--- src/rtl/wb_pkg.sv ---
// Shared types for the register-file write-port arbiter:
// write request bundle, arbiter FSM states and field widths.
package wb_pkg;

    localparam int REG_W  = 5;
    localparam int DATA_W = 32;
    localparam int FP_W   = 2;

    typedef struct packed {
        logic [REG_W-1:0]  rw;
        logic [DATA_W-1:0] data;
        logic [FP_W-1:0]   fpoint;
    } wb_req_t;

    typedef enum logic [1:0] {
        IDLE  = 2'd0,
        PEND  = 2'd1,
        STALL = 2'd2
    } state_t;

endpackage

--- src/rtl/wb_result_fifo.sv ---
// Synchronous FIFO of long-latency write requests.
// Ports: clk_i, rst_ni (sync, active low), push_i/data_i, pop_i/head_o,
//        full_o, empty_o, count_o (occupancy).
module wb_result_fifo
    import wb_pkg::*;
#(
    parameter int DEPTH = 4
) (
    input  logic                     clk_i,
    input  logic                     rst_ni,
    input  logic                     push_i,
    input  wb_req_t                  data_i,
    input  logic                     pop_i,
    output wb_req_t                  head_o,
    output logic                     full_o,
    output logic                     empty_o,
    output logic [$clog2(DEPTH):0]   count_o
);

    localparam int AW = $clog2(DEPTH);

    wb_req_t     mem_q [DEPTH];
    logic [AW:0] wptr_q, wptr_d;
    logic [AW:0] rptr_q, rptr_d;
    logic        do_push, do_pop;

    // Extra MSB distinguishes full from empty when the index bits match.
    assign full_o  = (wptr_q[AW] != rptr_q[AW]) &&
                     (wptr_q[AW-1:0] == rptr_q[AW-1:0]);
    assign empty_o = (wptr_q == rptr_q);
    assign count_o = wptr_q - rptr_q;
    assign head_o  = mem_q[rptr_q[AW-1:0]];

    assign do_push = push_i && !full_o;
    assign do_pop  = pop_i && !empty_o;

    always_comb begin
        wptr_d = wptr_q;
        rptr_d = rptr_q;
        if (do_push) wptr_d = wptr_q + (AW+1)'(1);
        if (do_pop)  rptr_d = rptr_q + (AW+1)'(1);
    end

    always_ff @(posedge clk_i) begin
        if (!rst_ni) begin
            wptr_q <= '0;
            rptr_q <= '0;
        end else begin
            wptr_q <= wptr_d;
            rptr_q <= rptr_d;
        end
    end

    always_ff @(posedge clk_i) begin
        if (do_push) mem_q[wptr_q[AW-1:0]] <= data_i;
    end

endmodule

--- src/rtl/wb_port_arbiter.sv ---
// Shares the register-file write port between the pipeline writeback
// stage (priority) and a buffered long-latency unit; a starvation
// counter requests a one-cycle writeback bubble so buffered results
// retire. Optional macro WB_BYPASS_EN: an LU result arriving while the
// FIFO is empty and the pipeline is idle goes straight to the output.
// Ports: clk, rst_n (sync, active low); pipe_* writeback request;
//        lu_valid/lu_ready + lu_* LU result; regwr/rw/busW/fpoint
//        registered write port; stall_req registered; proto_err sticky.
module wb_port_arbiter
    import wb_pkg::*;
#(
    parameter int DEPTH        = 4,
    parameter int STARVE_LIMIT = 8
) (
    input  logic              clk,
    input  logic              rst_n,
    input  logic              pipe_regwr,
    input  logic [REG_W-1:0]  pipe_rw,
    input  logic [DATA_W-1:0] pipe_busW,
    input  logic [FP_W-1:0]   pipe_fpoint,
    input  logic              lu_valid,
    output logic              lu_ready,
    input  logic [REG_W-1:0]  lu_rw,
    input  logic [DATA_W-1:0] lu_data,
    input  logic [FP_W-1:0]   lu_fpoint,
    output logic              regwr,
    output logic [REG_W-1:0]  rw,
    output logic [DATA_W-1:0] busW,
    output logic [FP_W-1:0]   fpoint,
    output logic              stall_req,
    output logic              proto_err
);

    localparam int CNT_W = $clog2(STARVE_LIMIT + 1);
    localparam int CW    = $clog2(DEPTH) + 1;
    localparam logic [CNT_W-1:0] LIMIT = CNT_W'(STARVE_LIMIT);

    wb_req_t          pipe_req, lu_req, head;
    wb_req_t          out_q, out_d;
    logic             regwr_q, regwr_d;
    logic             stall_q, stall_d;
    logic             proto_q, proto_d;
    state_t           state_q, state_d;
    logic [CNT_W-1:0] cnt_q, cnt_d;
    logic             full, empty, push, pop, bypass, last_pop;
    logic [CW-1:0]    count;

    assign pipe_req = '{rw: pipe_rw, data: pipe_busW, fpoint: pipe_fpoint};
    assign lu_req   = '{rw: lu_rw, data: lu_data, fpoint: lu_fpoint};

    // Ready depends on full only: no pass-through on a full FIFO.
    assign lu_ready = rst_n && !full;

`ifdef WB_BYPASS_EN
    assign bypass = rst_n && empty && !pipe_regwr && lu_valid;
`else
    assign bypass = 1'b0;
`endif

    assign push     = lu_valid && lu_ready && !bypass;
    assign pop      = !pipe_regwr && !empty;
    assign last_pop = pop && !push && (count == CW'(1));

    wb_result_fifo #(
        .DEPTH(DEPTH)
    ) u_fifo (
        .clk_i  (clk),
        .rst_ni (rst_n),
        .push_i (push),
        .data_i (lu_req),
        .pop_i  (pop),
        .head_o (head),
        .full_o (full),
        .empty_o(empty),
        .count_o(count)
    );

    always_comb begin
        regwr_d = 1'b0;
        out_d   = '0;
        if (pipe_regwr) begin
            regwr_d = 1'b1;
            out_d   = pipe_req;
        end else if (!empty) begin
            regwr_d = 1'b1;
            out_d   = head;
        end else if (bypass) begin
            regwr_d = 1'b1;
            out_d   = lu_req;
        end
    end

    always_comb begin
        state_d = state_q;
        cnt_d   = cnt_q;
        proto_d = proto_q;

        // Counts denied pops only; saturates at the limit.
        if (pop || empty) begin
            cnt_d = '0;
        end else if (cnt_q != LIMIT) begin
            cnt_d = cnt_q + CNT_W'(1);
        end

        if (stall_q && pipe_regwr) proto_d = 1'b1;

        unique case (state_q)
            IDLE: begin
                if (push) state_d = PEND;
            end
            PEND: begin
                if (cnt_d == LIMIT)  state_d = STALL;
                else if (last_pop)   state_d = IDLE;
            end
            STALL: begin
                // A misbehaving pipeline keeps the bubble request up.
                if (!pipe_regwr) state_d = last_pop ? IDLE : PEND;
            end
            default: state_d = IDLE;
        endcase

        stall_d = (state_d == STALL);
    end

    always_ff @(posedge clk) begin
        if (!rst_n) begin
            state_q <= IDLE;
            cnt_q   <= '0;
            stall_q <= 1'b0;
            proto_q <= 1'b0;
            regwr_q <= 1'b0;
            out_q   <= '0;
        end else begin
            state_q <= state_d;
            cnt_q   <= cnt_d;
            stall_q <= stall_d;
            proto_q <= proto_d;
            regwr_q <= regwr_d;
            out_q   <= out_d;
        end
    end

    assign regwr     = regwr_q;
    assign rw        = out_q.rw;
    assign busW      = out_q.data;
    assign fpoint    = out_q.fpoint;
    assign stall_req = stall_q;
    assign proto_err = proto_q;

endmodule
--- config.mk ---
export PLATFORM = sky130hd
export DESIGN_NAME = wb_port_arbiter
export DESIGN_NICKNAME = d
export VERILOG_FILES = /design/src/rtl/wb_pkg.sv /design/src/rtl/wb_result_fifo.sv /design/src/rtl/wb_port_arbiter.sv
export SDC_FILE = /design/constraint.sdc
export NUM_CORES = 1
export LEC_CHECK = 0
export ABC_CLOCK_PERIOD_IN_PS = 3900
export CORE_MARGIN = 2
export CORE_UTILIZATION = 40
export CTS_CLUSTER_SIZE = 14
export DETAILED_ROUTE_END_ITERATION = 8
export PLACE_DENSITY_LB_ADDON = 0.08
export SKIP_CTS_REPAIR_TIMING = 1
export SYNTH_ARGS = -nofsm -noshare
export SYNTH_HDL_FRONTEND = slang
export SYNTH_SLANG_ARGS = --single-unit
--- constraint.sdc ---
create_clock -name clk -period 3.9 [get_ports clk]
set_input_delay 0.39 -clock clk [delete_from_list [all_inputs] [get_ports clk]]
set_output_delay 0.39 -clock clk [all_outputs]
set_load 0.005 [all_outputs]
Word-level counts from Yosys, hierarchy flattened
Memory sizes are Yosys's and may differ from the RTL's. A register that Yosys moved wholly into a read port is not among the register bits. Cells that the tools add are included.

Add/sub/neg operators: 4. Reductions and logical operators: 15. Muxes and demuxes: 16. Equality and inequality tests: 9.

Operator list (count): two-way mux 39 bit (2); two-way mux 2 bit (6); logical AND 1 bit (9); two-way mux 4 bit (2); adder 3 x 1 -> 3 bit, second input constant (2); one-hot mux 2 bit (3 select lines) (1); two-way mux 1 bit (5); adder 4 x 1 -> 4 bit, second input constant (1); == test 2 bit, second input constant (2); == test 4 bit, second input constant (1); zero test 1 bit (4); inequality test 4 bit, second input constant (1); == test 3 x 1 -> 1 bit, second input constant (1); == test 3 bit (1); subtractor 3 bit (1); == test 2 x 1 -> 1 bit, second input constant (1); == test 2 bit (1); zero test 2 bit (1); logical OR 1 bit (1); inequality test 1 bit (1).

Bits in writable memories: 156. Logic and storage cells: 55. Input bits: 82. Output and inout port bits: 43. Memories kept: 1. Bits in registers: 54.

Memory list: u_fifo.mem_q (words 4, width 39, read ports 1, clocked after Yosys merged registers in 1, write ports 1, line wb_result_fifo.sv:22) `wb_req_t mem_q [DEPTH];`.

Depth between registers and ports, before layout
Gate-level depths: netlist of the first run.

Depth after elaboration: 12. Gate-level depth with buffers: 7. Mapped depth without buffers: 7.

By module
From an unflattened synthesis of the first run, not the netlist that was laid out.

Cells, all modules: 454. Area, all modules: 8062.7 um2.

By module, submodules not included: wb_result_fifo (times used 1, cells an instance 272, area each 6216.0 um2, seq. area each 4844.6 um2); wb_port_arbiter (times used 1, cells an instance 182, area each 1846.8 um2, seq. area each 960.9 um2).

Worst setup path before layout of the first run
Ideal clock, no wire load.

Path kind: register -> register. Start point: register u_fifo.wptr_q[0]. End point: memory u_fifo.mem_q[0][0] (netlist bit) (enable). Library setup time: 400 ps. Cell stages (with the launch flop): 6. Required time: 3500 ps. Setup slack: 1460 ps. Data arrival time: 2040 ps. Path buffers: 0. Path through: dfxtp_1 inv_1 ha_1 nand2_1 o211a_4 and2_1.

Cells in the longest elaborated chain, start to end: 8.

RTL lines: start: declaration (line wb_result_fifo.sv:23) `logic [AW:0] wptr_q, wptr_d;`; start signal: assignment (line wb_result_fifo.sv:49) `wptr_q <= wptr_d;`; == test 2 bit (line wb_result_fifo.sv:29) `(wptr_q[AW-1:0] == rptr_q[AW-1:0]);`; logical AND 1 bit (line wb_result_fifo.sv:28) `assign full_o = (wptr_q[AW] != rptr_q[AW]) &&`; zero test 1 bit (line wb_result_fifo.sv:34, wb_port_arbiter.sv:52); logical AND 1 bit (line wb_port_arbiter.sv:52) `assign lu_ready = rst_n && !full;`; logical AND 1 bit (line wb_port_arbiter.sv:60) `assign push = lu_valid && lu_ready && !bypass;`; logical AND 1 bit (line wb_result_fifo.sv:34) `assign do_push = push_i && !full_o;`; two-way mux 1 bit (line wb_result_fifo.sv:55) `if (do_push) mem_q[wptr_q[AW-1:0]] <= data_i;`; two-way mux 1 bit (implied by the code) (line wb_result_fifo.sv:55); end: declaration (line wb_result_fifo.sv:22).

Several ways; a longest one is shown, not always the timed one.

Worst setup path after layout of the first run
Start point: register u_fifo.wptr_q[0]. End point: memory u_fifo.mem_q[2][24] (netlist bit) (enable).

Same word-level chain as after synthesis.

==> flow_metrics.tcl, run 1 <==
set metrics [dict create \
    fp-row-count 51 \
    cts-htree-levels 1 \
    grt_first_pass_wirelength_um 24300 \
    syn_inst 431 \
    synth_edf_count 156 \
    viasPerCell 4.94 \
    io_pins 125 \
    synth_cell_types 32 \
    ant_nets 0 \
    swShare_pct 21.5 \
    yosys_warnings 0 \
    worst_slew_margin_rel_pct 23.0 \
    p_switching_mw 1.17 \
    synth_seq_cells 212 \
    synth_top_cells_by_area "edfxtp_1 59%, dfxtp_1 14%, mux4_2 11%" \
    num_vias 4167 \
    dpl.hpwl_um 9250 \
    synth.yosys.seq_area_share_pct 73.2 \
    internal_power_mw 4.27 \
    die-area_sq_mm 0.0210 \
    clkPwrFrac_pct 40.5 \
    syn2layout_area_growth_pct 28.3 \
    cts_tree "yes" \
    die_w_um 145 \
    cts_made_buffers 23 \
    wire_per_inst_um 18.8 \
    drv_cap 0 \
    initial_utilization_pct 40.8 \
    slew_violations 0 \
    track_usage_pct 15.5 \
    core_area_sq_mm 0.0195 \
    cts.clk_slew.worst_paths_ns 0.05 \
    setup_viol 0 \
    wl_um 15800 \
    skew_ns 0.0135 \
    ys.flop_type "edfxtp_1" \
    rsz0062_at_grt "no" \
    dp.cells 801 \
    status "completed" \
    period_share_pct 65.6 \
    synthTopCellsByCount "156 x edfxtp_1, 56 x dfxtp_1, 45 x nor2b_1" \
    fmax_ghz 0.391 \
    synth_nets 523 \
    die_h_um 145 \
    netlist.area_leader.share_pct 59.1 \
    cp-start-kind "register" \
    hold_path.class "in -> reg" \
    period_needed_ns 2.56 \
    grt_max_degree 55 \
    yosysMostFrequentCell "edfxtp_1" \
    synth_area_leader_cell "edfxtp_1" \
    power_mw 5.43 \
    leakagePower_nw 3.34 \
    clockBufferDepth 3 \
    seqPwrFrac_pct 48.3 \
    worstSetupPathType "reg -> reg" \
    port_buffers 124 \
    crit_required_ns 4.10 \
    path_max_fanout 32 \
    combPwrFrac_pct 11.3 \
    drive_above_1_share_pct 15.4 \
    diodes 0 \
    layout.nets 653 \
    setup_tns_ns 0 \
    netlist_area_sq_mm 0.00793 \
    end_kind "register" \
    avgSynthCellArea_sq_um 18.4 \
    grt_overflow_total 0 \
    critPathArrivalTime_ns 2.76 \
    tightestPinTransition_ns 1.15 \
    drcViolationCount 0 \
    first_iter_violations 249 \
    clkLatencyLatePin_ns 0.50 \
    root_buffer "clkbuf_16" \
    gp_congestion 0.703 \
    p_per_area_mw_per_mm2 534 \
    hold_viol 0 \
    cts_sinks 212 \
    grt_pass1_vias 4410 \
    async_reset_ff_share_pct 0 \
    dr.pass1.iters 6 \
    ir_drop_uv 336 \
    grt_antenna_before_repair 0 \
    fin_cells 843 \
]
==> final cells by class <==
type                       count  area [sq um]
fill                        1622          9290
sequential                   212          5810
clock buffer                  33           663
inverter                       6          22.5
tap                          265           332
multi-input combinational    190          1960
timing repair buffer         128          1260
clock inverter                 9           121
==> cell families (layout without fill, tap and decap cells) <==
group	after synthesis	after routing	share of synthesized area, %
compound gates	52	52	5.06
xor+xnor	8	8	0.978
fa+ha+maj	10	10	1.67
buf+inv	29	176	2.08
flops	212	212	73.2
mux	40	40	11.2
simple gates	80	80	5.81
==> critical path, stage by stage (launching register included) <==
cell	delay (ns)
dfxtp_1	0.35
inv_1	0.11
ha_1	0.37
nand2_1	0.13
o211a_4	0.21
and2_2	0.77
buf_4	0.31
==> through the flow <==
step	hold slack [ns]	setup slack (ns)	area (sq um)	utilization, %
floorplan	0.482	1.46	7930	-
global placement	0.476	1.34	9390	48.2
detailed placement	0.485	1.27	9390	48.2
CTS	0.396	1.26	10200	52.3
global route	0.410	1.14	10200	52.3
finish	0.402	1.34	10200	52.3
==> power by group through the flow <==
stage	clock network (mW)	registers (mW)	logic, mW
3_3_place_gp	0	2.68	0.616
3_5_place_dp	0	2.68	0.618
6_report	2.20	2.62	0.612
4_1_cts	2.25	2.63	0.622
5_1_grt	2.34	2.65	0.665
2_1_floorplan	0	2.60	0.426
==> cells in the final DEF, fill, tap and decap left out, types with 4 or more instances in the layout <==
cell and count:
clkdlybuf4s50_1 122, xor2_1 4, a22oi_1 39, o21a_1 4
nand3_1 4, buf_4 4, nor3_1 4, nor2_1 7
nand2_1 8, inv_1 6, clkbuf_1 5, ha_1 9
mux4_2 39, clkbuf_8 5, edfxtp_1 156, dfxtp_1 54
nor2b_1 45, clkbuf_16 23
==> registers in the layout, summed over array words and instances (netlist names), named ones only <==
signal / flops
busW: 32
cnt_q: 4
fpoint: 2
proto_err: 1
regwr: 1
rw: 5
stall_req: 1
state_q: 2
u_fifo.mem_q: 156
u_fifo.rptr_q: 3
u_fifo.wptr_q: 3
==> routing by layer <==
metal / global-route usage, % / vias to the layer above / routed length (um)
li1: - / 1944 / -
met1: 20.1 / 2091 / 6620
met2: 27.1 / 112 / 8150
met3: 2.99 / 20 / 836
met4: 3.83 / 0 / 233
met5: 0 / - / 0
==> worst paths after layout <==
path                         start  cells after the start                   to  slack (ns)
hold / removal               rst_n                      4     u_fifo.wptr_q[1]        0.40
hold reg to reg          proto_err                      2            proto_err        0.49
setup / recovery  u_fifo.wptr_q[0]                      6  u_fifo.mem_q[2][24]        1.34
setup reg to reg  u_fifo.wptr_q[0]                      6  u_fifo.mem_q[2][24]        1.34
Note: power is estimated with default switching activity, not from simulation.
==> run 2: changes to the inputs <==
Settings changed: ABC_CLOCK_PERIOD_IN_PS 3900 to 2500.
Clock period 3.9 ns to 2.5 ns, I/O delays scaled along.
==> run 2 against run 1 <==
Against the previous run:
- global-route usage up 0.31 points
- cell area grew 1.1%
- clock skew fell by 0.0011 ns
- non-clock buffer count increased by 10
- total power is 59% higher
==> flow_metrics.tcl, run 2 (synthesized netlist as in run 1, its figures left out) <==
set metrics [dict create \
    hp-start "rst_n" \
    crit_required_ns 2.61 \
    setup_viol 0 \
    dr.pass1.iters 4 \
    end_kind "register" \
    syn2layout_area_growth_pct 29.6 \
    final_common_cell "edfxtp_1" \
    cp-startpoint "u_fifo.rptr_q[1]" \
    fp-row-count 51 \
    ff_latch_area_sq_mm 0.00581 \
    cp-start-kind "register" \
    track_usage_pct 15.8 \
    num_vias 4251 \
    die-area_sq_mm 0.0210 \
    layout_common_cells "156 x edfxtp_1, 122 x clkdlybuf4s50_1, 54 x dfxtp_1, 45 x nor2b_1" \
    tightestPinTransition_ns 1.16 \
    period_needed_ns 2.44 \
    dpl.hpwl_um 9830 \
    power_mw 8.65 \
    initial_utilization_pct 40.8 \
    drcViolationCount 0 \
    first_iter_violations 182 \
    grt_first_pass_wirelength_um 24900 \
    port_buffers 124 \
    ir_drop_uv 525 \
    grt_max_degree 55 \
    worst_slew_margin_rel_pct 23.0 \
    grt_pass1_vias 4533 \
    worstSetupPathType "reg -> reg" \
    path_max_fanout 39 \
    grt_antenna_before_repair 0 \
    drive_above_1_share_pct 16.9 \
    layout.nets 662 \
    clockBufferDepth 3 \
    hold-worst-slack_ns 0.327 \
    cts_tree "yes" \
    fmax_ghz 0.410 \
    die_h_um 145 \
    p_per_area_mw_per_mm2 841 \
    gp_congestion 0.725 \
    hold_path.class "in -> reg" \
    viasPerCell 5.00 \
    fillers 1615 \
    diodes 0 \
    clkLatencyLatePin_ns 0.50 \
    rsz0062_at_grt "yes" \
    slew_violations 0 \
    cts_made_buffers 22 \
    r2r_start "u_fifo.rptr_q[1]" \
    cts_sinks 212 \
    wire_per_inst_um 19.0 \
    cts.clk_slew.worst_paths_ns 0.06 \
    critPathArrivalTime_ns 2.54 \
    grt_overflow_total 0 \
    hold_viol 0 \
    io_pins 125 \
    root_buffer "clkbuf_16" \
    ant_nets 0 \
    multi_input_area_sq_mm 0.00196 \
    drv_cap 0 \
    leakagePower_nw 3.40 \
    period_share_pct 97.5 \
    skew_ns 0.0124 \
    largest_reg_flops 156 \
    cts-htree-levels 1 \
    core_area_sq_mm 0.0195 \
    dpl_worst_slack_ns 0.0265 \
    status "completed" \
    wl_um 16100 \
    die_w_um 145 \
    setup_ws_ns 0.0613 \
]
## run 2: routing by layer
| metal | part of all wire [%] | global-route usage [%] | vias to the layer above |
|---|---|---|---|
| met5 | 0 | 0 | - |
| met4 | 1.6 | 3.83 | 0 |
| met3 | 4.6 | 3.13 | 25 |
| met2 | 51 | 27.6 | 105 |
| met1 | 43 | 20.5 | 2157 |
| li1 | - | - | 1964 |
## run 2: worst paths after layout
kind / end / depth (start not counted) / slack (ns)
min: u_fifo.wptr_q[1] / 4 / 0.33
max: u_fifo.mem_q[2][8] / 5 / 0.06
max reg2reg: u_fifo.mem_q[2][8] / 5 / 0.06
min reg2reg: proto_err / 2 / 0.50
## run 2: cell type report
cell class | count | area share (%)
Clock inverter | 14 | 1.92
Tap cell | 265 | 3.22
Multi-Input combinational cell | 190 | 19.1
Timing Repair Buffer | 138 | 13.1
Sequential cell | 212 | 56.5
Clock buffer | 26 | 5.90
Inverter | 6 | 0.219
## run 2: report_power, final
part	switching [mW]	internal, mW	leakage [nW]	total, mW
registers	0.0889	3.93	1.88	4.02
clock network	1.31	2.25	0.396	3.55
logic	0.463	0.610	1.13	1.07
## run 2: critical path: stages (launching register included)
cell,delay [ns]
dfxtp_1,0.38
inv_1,0.07
ha_1,0.36
nand2_1,0.13
o211a_4,0.17
and2_2,0.91
## run 2: stage by stage
step | std cells | TNS, ns | utilization (%) | area [sq um]
floorplan | 431 | 0 | - | 7930
global placement | 811 | 0 | 48.7 | 9480
detailed placement | 811 | 0 | 48.7 | 9480
CTS | 851 | -0.152 | 52.8 | 10300
global route | 851 | -8.47 | 52.8 | 10300
finish | 851 | 0 | 52.8 | 10300
==> run 3: changes to the inputs <==
Settings changed: REMOVE_ABC_BUFFERS set to 1.
==> run 3 against run 2 <==
Against the previous run:
- global-route usage up 0.12 points
- non-clock buffer count up 1
- worst hold slack worse by 0.070 ns
- cell area up 0.11%
- register-to-register slack better by 0.34 ns
- sequential power about the same
- combinational power about the same
- sequential cell count unchanged
- wire length down 0.73%
- via count down 1.0%
- utilization up 0.058 points
- fmax up 3.5%
==> flow_metrics.tcl, run 3 (synthesized netlist as in run 1, its figures left out) <==
set metrics [dict create \
    cts-htree-levels 1 \
    skew_ns 0.00954 \
    wire_per_inst_um 18.8 \
    rsz0062_at_grt "no" \
    first_iter_violations 303 \
    initial_utilization_pct 40.8 \
    port_buffers 124 \
    cts.clk_slew.worst_paths_ns 0.06 \
    period_needed_ns 2.36 \
    cts_tree "yes" \
    die-area_sq_mm 0.0210 \
    cts_made_buffers 23 \
    grt_antenna_before_repair 1 \
    wl_um 16000 \
    wl_met1_um 7030 \
    p_switching_mw 1.84 \
    track_usage_pct 15.9 \
    grt_pass1_vias 4450 \
    dr.pass1.iters 4 \
    drcViolationCount 0 \
    worstSetupPathType "reg -> out" \
    dr_wl_met2_um 7770 \
    crit_required_ns 2.25 \
    cpMaxStageDelayCell "clkdlybuf4s50_1" \
    grt_first_pass_wirelength_um 25100 \
    period_share_pct 94.3 \
    slew_violations 0 \
    worst-path-buf-inv 2 \
    cts_sinks 212 \
    ir_drop_uv 404 \
    clkPwrFrac_pct 39.5 \
    layout_common_cells "156 x edfxtp_1, 122 x clkdlybuf4s50_1, 54 x dfxtp_1, 45 x nor2b_1" \
    worst_slew_margin_rel_pct 57.3 \
    tightestPinTransition_ns 0.640 \
    power_mw 8.41 \
    layout.nets 664 \
    final_common_cell "edfxtp_1" \
    ff_latch_area_sq_mm 0.00581 \
    die_h_um 145 \
    combPwrFrac_pct 12.9 \
    drv_cap 0 \
    hold_viol 0 \
    setup_viol 0 \
    root_buffer "clkbuf_16" \
    dpl.hpwl_um 9890 \
    core_area_sq_mm 0.0195 \
    leakagePower_nw 3.39 \
    critical-path-top-delay-family "buffers and inverters" \
    syn2layout_area_growth_pct 29.8 \
    ant_nets 0 \
    fp-row-count 51 \
    p_per_area_mw_per_mm2 817 \
    viasPerCell 4.93 \
    fillers 1552 \
    grt_overflow_total 0 \
    grt_max_degree 34 \
    end_kind "primary output" \
    largest_reg_flops 156 \
    hold-worst-slack_ns 0.256 \
    cp-start-kind "register" \
    internal_power_mw 6.57 \
    wl_met3_um 967 \
    seqPwrFrac_pct 47.6 \
    gp_congestion 0.725 \
    clockBufferDepth 3 \
    path_cells "inv_1, ha_1, nand2_1, o21a_1, clkdlybuf4s50_1" \
    critPathArrivalTime_ns 2.11 \
    clkLatencyLatePin_ns 0.50 \
    io_pins 125 \
    top_layer "met4" \
    fmax_ghz 0.424 \
    critPathMaxStageDelay_ns 0.45 \
    dpl_worst_slack_ns 0.393 \
    drive_above_1_share_pct 17.0 \
    utilization_pct 52.9 \
    path_max_fanout 4 \
    die_w_um 145 \
    swShare_pct 21.9 \
    status "completed" \
    setup_ws_ns 0.143 \
    num_vias 4207 \
    multi_input_area_sq_mm 0.00196 \
    hold_path.class "in -> reg" \
]
-- run 3: per-layer routing --
metal / vias to the layer above / global-route usage, %
li1: 1962 / -
met2: 114 / 26.2
met1: 2108 / 21.8
met5: - / 0
met4: 0 / 4.24
met3: 23 / 3.26
-- run 3: cell type report --
| class | instances | area share (%) |
|---|---|---|
| flip-flops and latches | 212 | 56.4 |
| multi-input cells | 190 | 19.1 |
| repair buffers | 139 | 13.7 |
| clock buffers | 33 | 6.34 |
| well taps | 265 | 3.22 |
| clock inverters | 8 | 0.997 |
| inverters | 6 | 0.219 |
| diodes | 1 | 0.0243 |
-- run 3: worst reg2reg max path, delay by kind of cell (launching register included) --
| family | cells | cell delay [ns] |
|---|---|---|
| AO/OA/AOI/OAI | 1 | 0.21 |
| flip-flops | 1 | 0.36 |
| adder cells (fa/ha/maj) | 1 | 0.36 |
| AND/OR/NAND/NOR | 2 | 0.51 |
| buffers and inverters | 2 | 0.34 |
-- run 3: path summary, 6_finish.rpt --
check	from	depth (start not counted)	endpoint	slack (ns)
worst max-delay path	u_fifo.wptr_q[0]	5	lu_ready	0.14
worst min-delay path	rst_n	4	state_q[0]	0.26
worst max register to register	u_fifo.wptr_q[0]	6	u_fifo.mem_q[3][33]	0.40
worst min register to register	proto_err	2	proto_err	0.49
-- run 3: power groups by stage --
stage | clock network, mW | registers, mW | logic [mW]
after floorplan | 0 | 4.14 | 0.514
after global placement | 0 | 4.08 | 1.10
after detailed placement | 0 | 4.09 | 1.10
after CTS | 3.42 | 4.01 | 1.11
after global routing | 3.57 | 4.02 | 1.19
final | 3.32 | 4.01 | 1.08
-- run 3: per-stage QoR --
stage / instances / TNS (ns) / cell area, sq um
floorplan: 408 / -7.75 / 7790
global placement: 812 / 0 / 9540
detailed placement: 812 / 0 / 9540
CTS: 853 / 0 / 10300
global route: 853 / 0 / 10300
finish: 854 / 0 / 10300
